===== config.mk =====
export PLATFORM = sky130hd
export DESIGN_NAME = top_fifo_uart
export DESIGN_NICKNAME = d
export VERILOG_FILES = /design/src/rtl/top_fifo_uart.sv
export SDC_FILE = /design/constraint.sdc
export NUM_CORES = 1
export LEC_CHECK = 0
export ABC_AREA = 1
export CAP_MARGIN = 30
export CORE_UTILIZATION = 50
export DETAILED_ROUTE_END_ITERATION = 16
export PLACE_DENSITY_LB_ADDON = 0.2
export SETUP_SLACK_MARGIN = 0.15
export SLEW_MARGIN = 20
export SYNTH_ARGS = -nofsm -noshare
export SYNTH_HDL_FRONTEND = slang
export SYNTH_SLANG_ARGS = --single-unit

===== constraint.sdc =====
create_clock -name clk -period 6 [get_ports clk]
set_input_delay 0.9 -clock clk [delete_from_list [all_inputs] [get_ports clk]]
set_output_delay 0.9 -clock clk [all_outputs]
set_load 0.005 [all_outputs]

===== src/rtl/top_fifo_uart.sv =====
// top_fifo_uart: byte FIFO driven over an 8N1 UART (0x30 WRITE, 0x31 READ, 0x32 STATUS).
// Define WRITE_ACK_EN to answer each WRITE data byte with 0x06 (stored) or 0x15 (dropped).
module top_fifo_uart #(
    parameter int CLK_FREQ = 100_000_000,
    parameter int BAUD     = 9600,
    parameter int DEPTH    = 8
) (
    input  logic                   clk,
    input  logic                   rst_n,
    input  logic                   rx,
    output logic                   tx,
    output logic [$clog2(DEPTH):0] fifo_count
);
    localparam int BIT_CLKS  = CLK_FREQ / BAUD;
    localparam int HALF_CLKS = BIT_CLKS / 2;
    localparam int CNT_W     = $clog2(BIT_CLKS + 1);
    localparam int PTR_W     = $clog2(DEPTH);
    localparam int CNT_FW    = $clog2(DEPTH) + 1;

    localparam logic [7:0] CMD_WRITE  = 8'h30;
    localparam logic [7:0] CMD_READ   = 8'h31;
    localparam logic [7:0] CMD_STATUS = 8'h32;
    localparam logic [7:0] RESP_EMPTY = 8'hEE;
`ifdef WRITE_ACK_EN
    localparam logic [7:0] RESP_ACK   = 8'h06;
    localparam logic [7:0] RESP_NAK   = 8'h15;
`endif

    typedef enum logic [1:0] {RX_IDLE, RX_START, RX_DATA, RX_STOP} rx_state_t;
    typedef enum logic [2:0] {IDLE, WAIT_DATA, PUSH, POP, STATUS, SEND, WAIT_TX} state_t;

    rx_state_t        rx_state, rx_next;
    logic             rx_meta, rx_sync, rx_prev;
    logic [CNT_W-1:0] rx_cnt;
    logic [2:0]       rx_bit;
    logic [7:0]       rx_shift, rx_byte;
    logic             rx_valid, rx_fall, rx_half_tick, rx_bit_tick;

    logic             tx_busy, tx_start;
    logic [8:0]       tx_shift;
    logic [3:0]       tx_left;
    logic [CNT_W-1:0] tx_cnt;

    state_t           state, state_next;
    logic [7:0]       mem [DEPTH];
    logic [PTR_W-1:0] wr_ptr, rd_ptr;
    logic             full, empty;
    logic [3:0]       status_count;
    logic [7:0]       hold_byte, data_byte, cmd_byte, resp_byte, resp_next;
    logic             hold_valid, direct_ok, cmd_valid, do_push, do_pop, resp_load;

    assign rx_fall      = rx_prev & ~rx_sync;
    assign rx_half_tick = (rx_cnt == CNT_W'(HALF_CLKS - 1));
    assign rx_bit_tick  = (rx_cnt == CNT_W'(BIT_CLKS - 1));

    // Synchronizer resets low so a line that is already low at release is never taken as a start bit.
    always_ff @(posedge clk or negedge rst_n) begin
        if (!rst_n) begin
            rx_meta <= 1'b0;
            rx_sync <= 1'b0;
            rx_prev <= 1'b0;
        end else begin
            rx_meta <= rx;
            rx_sync <= rx_meta;
            rx_prev <= rx_sync;
        end
    end

    always_comb begin
        rx_next = rx_state;
        case (rx_state)
            RX_IDLE:  if (rx_fall) rx_next = RX_START;
            RX_START: if (rx_half_tick) rx_next = rx_sync ? RX_IDLE : RX_DATA;
            RX_DATA:  if (rx_bit_tick && rx_bit == 3'd7) rx_next = RX_STOP;
            RX_STOP:  if (rx_bit_tick) rx_next = RX_IDLE;
            default:  rx_next = RX_IDLE;
        endcase
    end

    always_ff @(posedge clk or negedge rst_n) begin
        if (!rst_n) begin
            rx_state <= RX_IDLE;
            rx_cnt   <= '0;
            rx_bit   <= '0;
            rx_shift <= '0;
            rx_byte  <= '0;
            rx_valid <= 1'b0;
        end else begin
            rx_state <= rx_next;
            rx_valid <= 1'b0;
            if (rx_next != rx_state || (rx_state == RX_DATA && rx_bit_tick))
                rx_cnt <= '0;
            else
                rx_cnt <= rx_cnt + 1'b1;
            if (rx_state == RX_START)
                rx_bit <= '0;
            if (rx_state == RX_DATA && rx_bit_tick) begin
                rx_shift <= {rx_sync, rx_shift[7:1]};
                rx_bit   <= rx_bit + 1'b1;
            end
            if (rx_state == RX_STOP && rx_bit_tick && rx_sync) begin
                rx_byte  <= rx_shift;
                rx_valid <= 1'b1;
            end
        end
    end

    // Start bit goes out on the load edge; tx_shift then holds the data bits and the stop bit.
    always_ff @(posedge clk or negedge rst_n) begin
        if (!rst_n) begin
            tx       <= 1'b1;
            tx_busy  <= 1'b0;
            tx_shift <= '1;
            tx_left  <= '0;
            tx_cnt   <= '0;
        end else if (!tx_busy) begin
            tx <= 1'b1;
            if (tx_start) begin
                tx       <= 1'b0;
                tx_busy  <= 1'b1;
                tx_shift <= {1'b1, resp_byte};
                tx_left  <= 4'd9;
                tx_cnt   <= '0;
            end
        end else if (tx_cnt == CNT_W'(BIT_CLKS - 1)) begin
            tx_cnt <= '0;
            if (tx_left == 4'd0) begin
                tx_busy <= 1'b0;
                tx      <= 1'b1;
            end else begin
                tx       <= tx_shift[0];
                tx_shift <= {1'b1, tx_shift[8:1]};
                tx_left  <= tx_left - 1'b1;
            end
        end else begin
            tx_cnt <= tx_cnt + 1'b1;
        end
    end

    assign full         = (fifo_count == CNT_FW'(DEPTH));
    assign empty        = (fifo_count == '0);
    assign status_count = 4'(fifo_count);

    // A byte is taken directly only when the decoder can use it and nothing older is parked.
    assign direct_ok = (state == IDLE || state == WAIT_DATA) && !hold_valid;
    assign cmd_valid = (state == IDLE || state == WAIT_DATA) && (hold_valid || rx_valid);
    assign cmd_byte  = hold_valid ? hold_byte : rx_byte;

    always_ff @(posedge clk or negedge rst_n) begin
        if (!rst_n) begin
            hold_valid <= 1'b0;
            hold_byte  <= '0;
        end else if (rx_valid && !direct_ok) begin
            hold_valid <= 1'b1;
            hold_byte  <= rx_byte;
        end else if (cmd_valid) begin
            hold_valid <= 1'b0;
        end
    end

    always_ff @(posedge clk or negedge rst_n) begin
        if (!rst_n)
            state <= IDLE;
        else
            state <= state_next;
    end

    always_comb begin
        state_next = state;
        do_push    = 1'b0;
        do_pop     = 1'b0;
        resp_load  = 1'b0;
        resp_next  = 8'h00;
        tx_start   = 1'b0;
        case (state)
            IDLE: begin
                if (cmd_valid) begin
                    case (cmd_byte)
                        CMD_WRITE:  state_next = WAIT_DATA;
                        CMD_READ:   state_next = POP;
                        CMD_STATUS: state_next = STATUS;
                        default:    state_next = IDLE;
                    endcase
                end
            end
            WAIT_DATA: if (cmd_valid) state_next = PUSH;
            PUSH: begin
                do_push = !full;
`ifdef WRITE_ACK_EN
                resp_load  = 1'b1;
                resp_next  = full ? RESP_NAK : RESP_ACK;
                state_next = SEND;
`else
                state_next = IDLE;
`endif
            end
            POP: begin
                do_pop     = !empty;
                resp_load  = 1'b1;
                resp_next  = empty ? RESP_EMPTY : mem[rd_ptr];
                state_next = SEND;
            end
            STATUS: begin
                resp_load  = 1'b1;
                resp_next  = {full, empty, 2'b00, status_count};
                state_next = SEND;
            end
            SEND: begin
                tx_start   = 1'b1;
                state_next = WAIT_TX;
            end
            WAIT_TX: if (!tx_busy) state_next = IDLE;
            default: state_next = IDLE;
        endcase
    end

    always_ff @(posedge clk or negedge rst_n) begin
        if (!rst_n) begin
            wr_ptr     <= '0;
            rd_ptr     <= '0;
            fifo_count <= '0;
            data_byte  <= '0;
            resp_byte  <= '0;
        end else begin
            if (state == WAIT_DATA && cmd_valid)
                data_byte <= cmd_byte;
            if (resp_load)
                resp_byte <= resp_next;
            if (do_push) begin
                wr_ptr     <= wr_ptr + 1'b1;
                fifo_count <= fifo_count + 1'b1;
            end else if (do_pop) begin
                rd_ptr     <= rd_ptr + 1'b1;
                fifo_count <= fifo_count - 1'b1;
            end
        end
    end

    // Storage keeps stale contents across reset; the pointers alone define what is valid.
    always_ff @(posedge clk) begin
        if (do_push)
            mem[wr_ptr] <= data_byte;
    end
endmodule


==> run_results.csv <==
group,metric,value,unit
run_status,status,"complete, but fails checks",
run_status,violations,"DRC",
layout,mostFrequentLayoutCell,"nand2_1",
synthesis,synth_fp_nets,789,
cts,path_clk_slew,60,ps
worst_setup_path,required,6050,ps
layout,final_cell_mix,"nand2_1 (162), dfrtp_1 (96), inv_1 (75), o21ai_0 (67), edfxtp_1 (64)",
route,viasPerCell,5.37,
cts,postCtsSetupBuffers,0,
worst_setup_path,worstSetupEndpointType,"register",
synthesis,ys_ff_latch,169,
cts,hold_buffers,0,
layout,drive_above_1_share,10.2,%
grt,antenna_found_initial,0,
timing,hold_viol,0,
timing,finalSetupViolCount,0,
timing,finalSetupTns,0,ps
route,wl_per_cell,15.3,µm
floorplanning,ios,8,
cts,clk_latency,430,ps
layout,final_nets,794,
timing,maxSlewHeadroom,42.7,%
floorplanning,die_h,125,µm
worst_setup_path,arrival,2590,ps
place,place_hpwl,9.94,mm
timing,min_period_over_period,42.3,%
cts,cts-root-buf,"clkbuf_16",
route,detail-route-antenna-nets,0,
synthesis,yosysWarnings,0,
route,vias,5249,
route,drc,1,
timing,rsz0062_at_grt,"false",
timing,worst_pin_slew,856,ps
floorplanning,rows,44,
timing,fmax,0.394,GHz
synthesis,synth_area_per_cell,9.81,µm²
route,routed_wl,14.9,mm
pwr,cellPowerDensity,282,nW/µm²
synthesis,synthFlopType,"dfrtp_1",
grt,grt_pass1_wl,25.9,mm
pwr,leakagePower,0.00350,µW
place,numPortBuffers,7,
cts,cts_max_path_buffers,2,
grt,grt_use_total,20.8,%
place,dpl_cell_area,7800,µm²
synthesis,synth.cell_area,7600,µm²
worst_setup_path,cp-start-kind,"register",
place,place_congestion,0.848,
layout,area_growth,10.1,%
synthesis,synth_cells,775,
synthesis,synth_edf_count,64,
timing,finalCriticalPeriod,2540,ps
worst_setup_path,crit_fanout,8,
grt,grt-ovfl-total,0,
synthesis,synthArstFlopShare,62.1,%
grt,grt_pass1_vias,5239,
grt,grt_start_max_net_pins,80,
cts,cts_tree,"yes",
worst_setup_path,critical_path_class,"reg -> reg",
cts,htree_levels,4,
floorplanning,die_w,125,µm
floorplanning,dieArea,15700,µm²
synthesis,ys_types,44,
synthesis,ys_seq_area_share,60.0,%
route,first_pass_iters,11,
floorplanning,start_util,51.7,%
layout,n_antenna_cell,0,
run,drv_cap,0,
hold_path,hold_class,"reg -> reg",
cts,cts_inserted_buffers,17,
cts,cts.sinks,169,
floorplanning,core,14700,µm²
route,drt_iter0_drc,475,
timing,finalMaxSlewViolations,0,
pwr,peakVddDrop,202,µV
layout,fin_area,8370,µm²
cts,ctsResizeCount,0,
timing,skew,9.75,ps
-- cells by family after synthesis --
logic type | synth area share, %
AND/OR/NAND/NOR | 20.1
flip-flops | 60.0
AO/OA/AOI/OAI | 9.36
buffers and inverters | 5.65
XOR/XNOR | 2.88
adder cells (fa/ha/maj) | 1.91
multiplexers | 0.148
-- metrics by stage --
stage | setup slack (ps) | util [%] | cells | hold slack [ps] | total power [µW]
floorplan | 4070 | - | 775 | 331 | 1310
global placement | 3550 | 53.1 | 945 | 335 | 1330
detailed placement | 3420 | 53.1 | 945 | 350 | 1340
CTS | 3410 | 56.9 | 977 | 364 | 2370
global route | 3280 | 56.9 | 977 | 365 | 2430
finish | 3460 | 56.9 | 977 | 359 | 2360
-- routing by layer --
layer | global-route usage, % | wire length, µm
met5 | 0 | 0
met4 | 5.52 | 146
met3 | 4.88 | 655
met2 | 33.3 | 7010
met1 | 28.6 | 7100
-- power by group --
part	switching [µW]	internal, µW	leakage, µW
combinational	58.0	30.8	0.00138
clock	435	604	0.000268
sequential	18.5	1210	0.00186
-- state kept, by name, indices dropped and copies added (netlist names), 2 cells and up --
name,cells
data_byte,8
fifo_count,4
hold_byte,8
mem,64
rd_ptr,3
resp_byte,8
rx_bit,3
rx_byte,8
rx_cnt,14
rx_shift,8
rx_state,2
state,3
tx_cnt,14
tx_left,4
tx_shift,8
wr_ptr,3
-- Yosys cell counts, types with 3 or more instances --
master	instances	area, µm²
dfrtp_1	96	2400
nor3_1	7	35.0
o21ai_0	67	335
edfxtp_1	64	1920
nand3_1	54	270
o211ai_1	5	37.5
a21oi_1	23	115
xor2_1	21	184
inv_2	6	22.5
nand2_2	5	31.3
buf_2	9	45.0
o22ai_1	8	50.1
nor2_2	13	81.3
nor2_1	62	233
nor2_4	4	45.0
inv_1	75	282
o21ai_1	11	55.1
nand2_1	162	608
o221ai_1	5	43.8
xnor2_1	4	35.0
a31oi_1	5	31.3
clkinv_1	3	11.3
ha_1	10	125
clkbuf_1	10	37.5
dfstp_2	9	236
nand3_2	3	30.0
nand4_1	11	68.8
-- path summary, 6_finish.rpt --
path | start | to | slack (ps) | cells past startpoint
setup / recovery | fifo_count[0] | mem[2][0] | 3460 | 5
hold / removal | rx_meta | rx_sync | 360 | 0
setup reg to reg | fifo_count[0] | mem[2][0] | 3460 | 5
hold reg to reg | rx_meta | rx_sync | 360 | 0
max in group asynchronous | rst_n | data_byte[6] | 4590 | 2
min in group asynchronous | rst_n | rd_ptr[2] | 370 | 1
-- critical path, stage by stage (launching register included) --
cell,delay (ps)
dfrtp_1,460
nor2_1,100
nand3_1,120
nand3_1,350
or2_2,460
nor2_1,670
-- cell type report --
class	count	area, µm²
Fill cell	1233	6330
Sequential cell	169	4560
Multi-Input combinational cell	499	2610
Clock buffer	27	528
Inverter	84	315
Tap cell	184	230
Timing Repair Buffer	9	86.3
Clock inverter	5	36.3
Power figures use the tool's default switching activity.
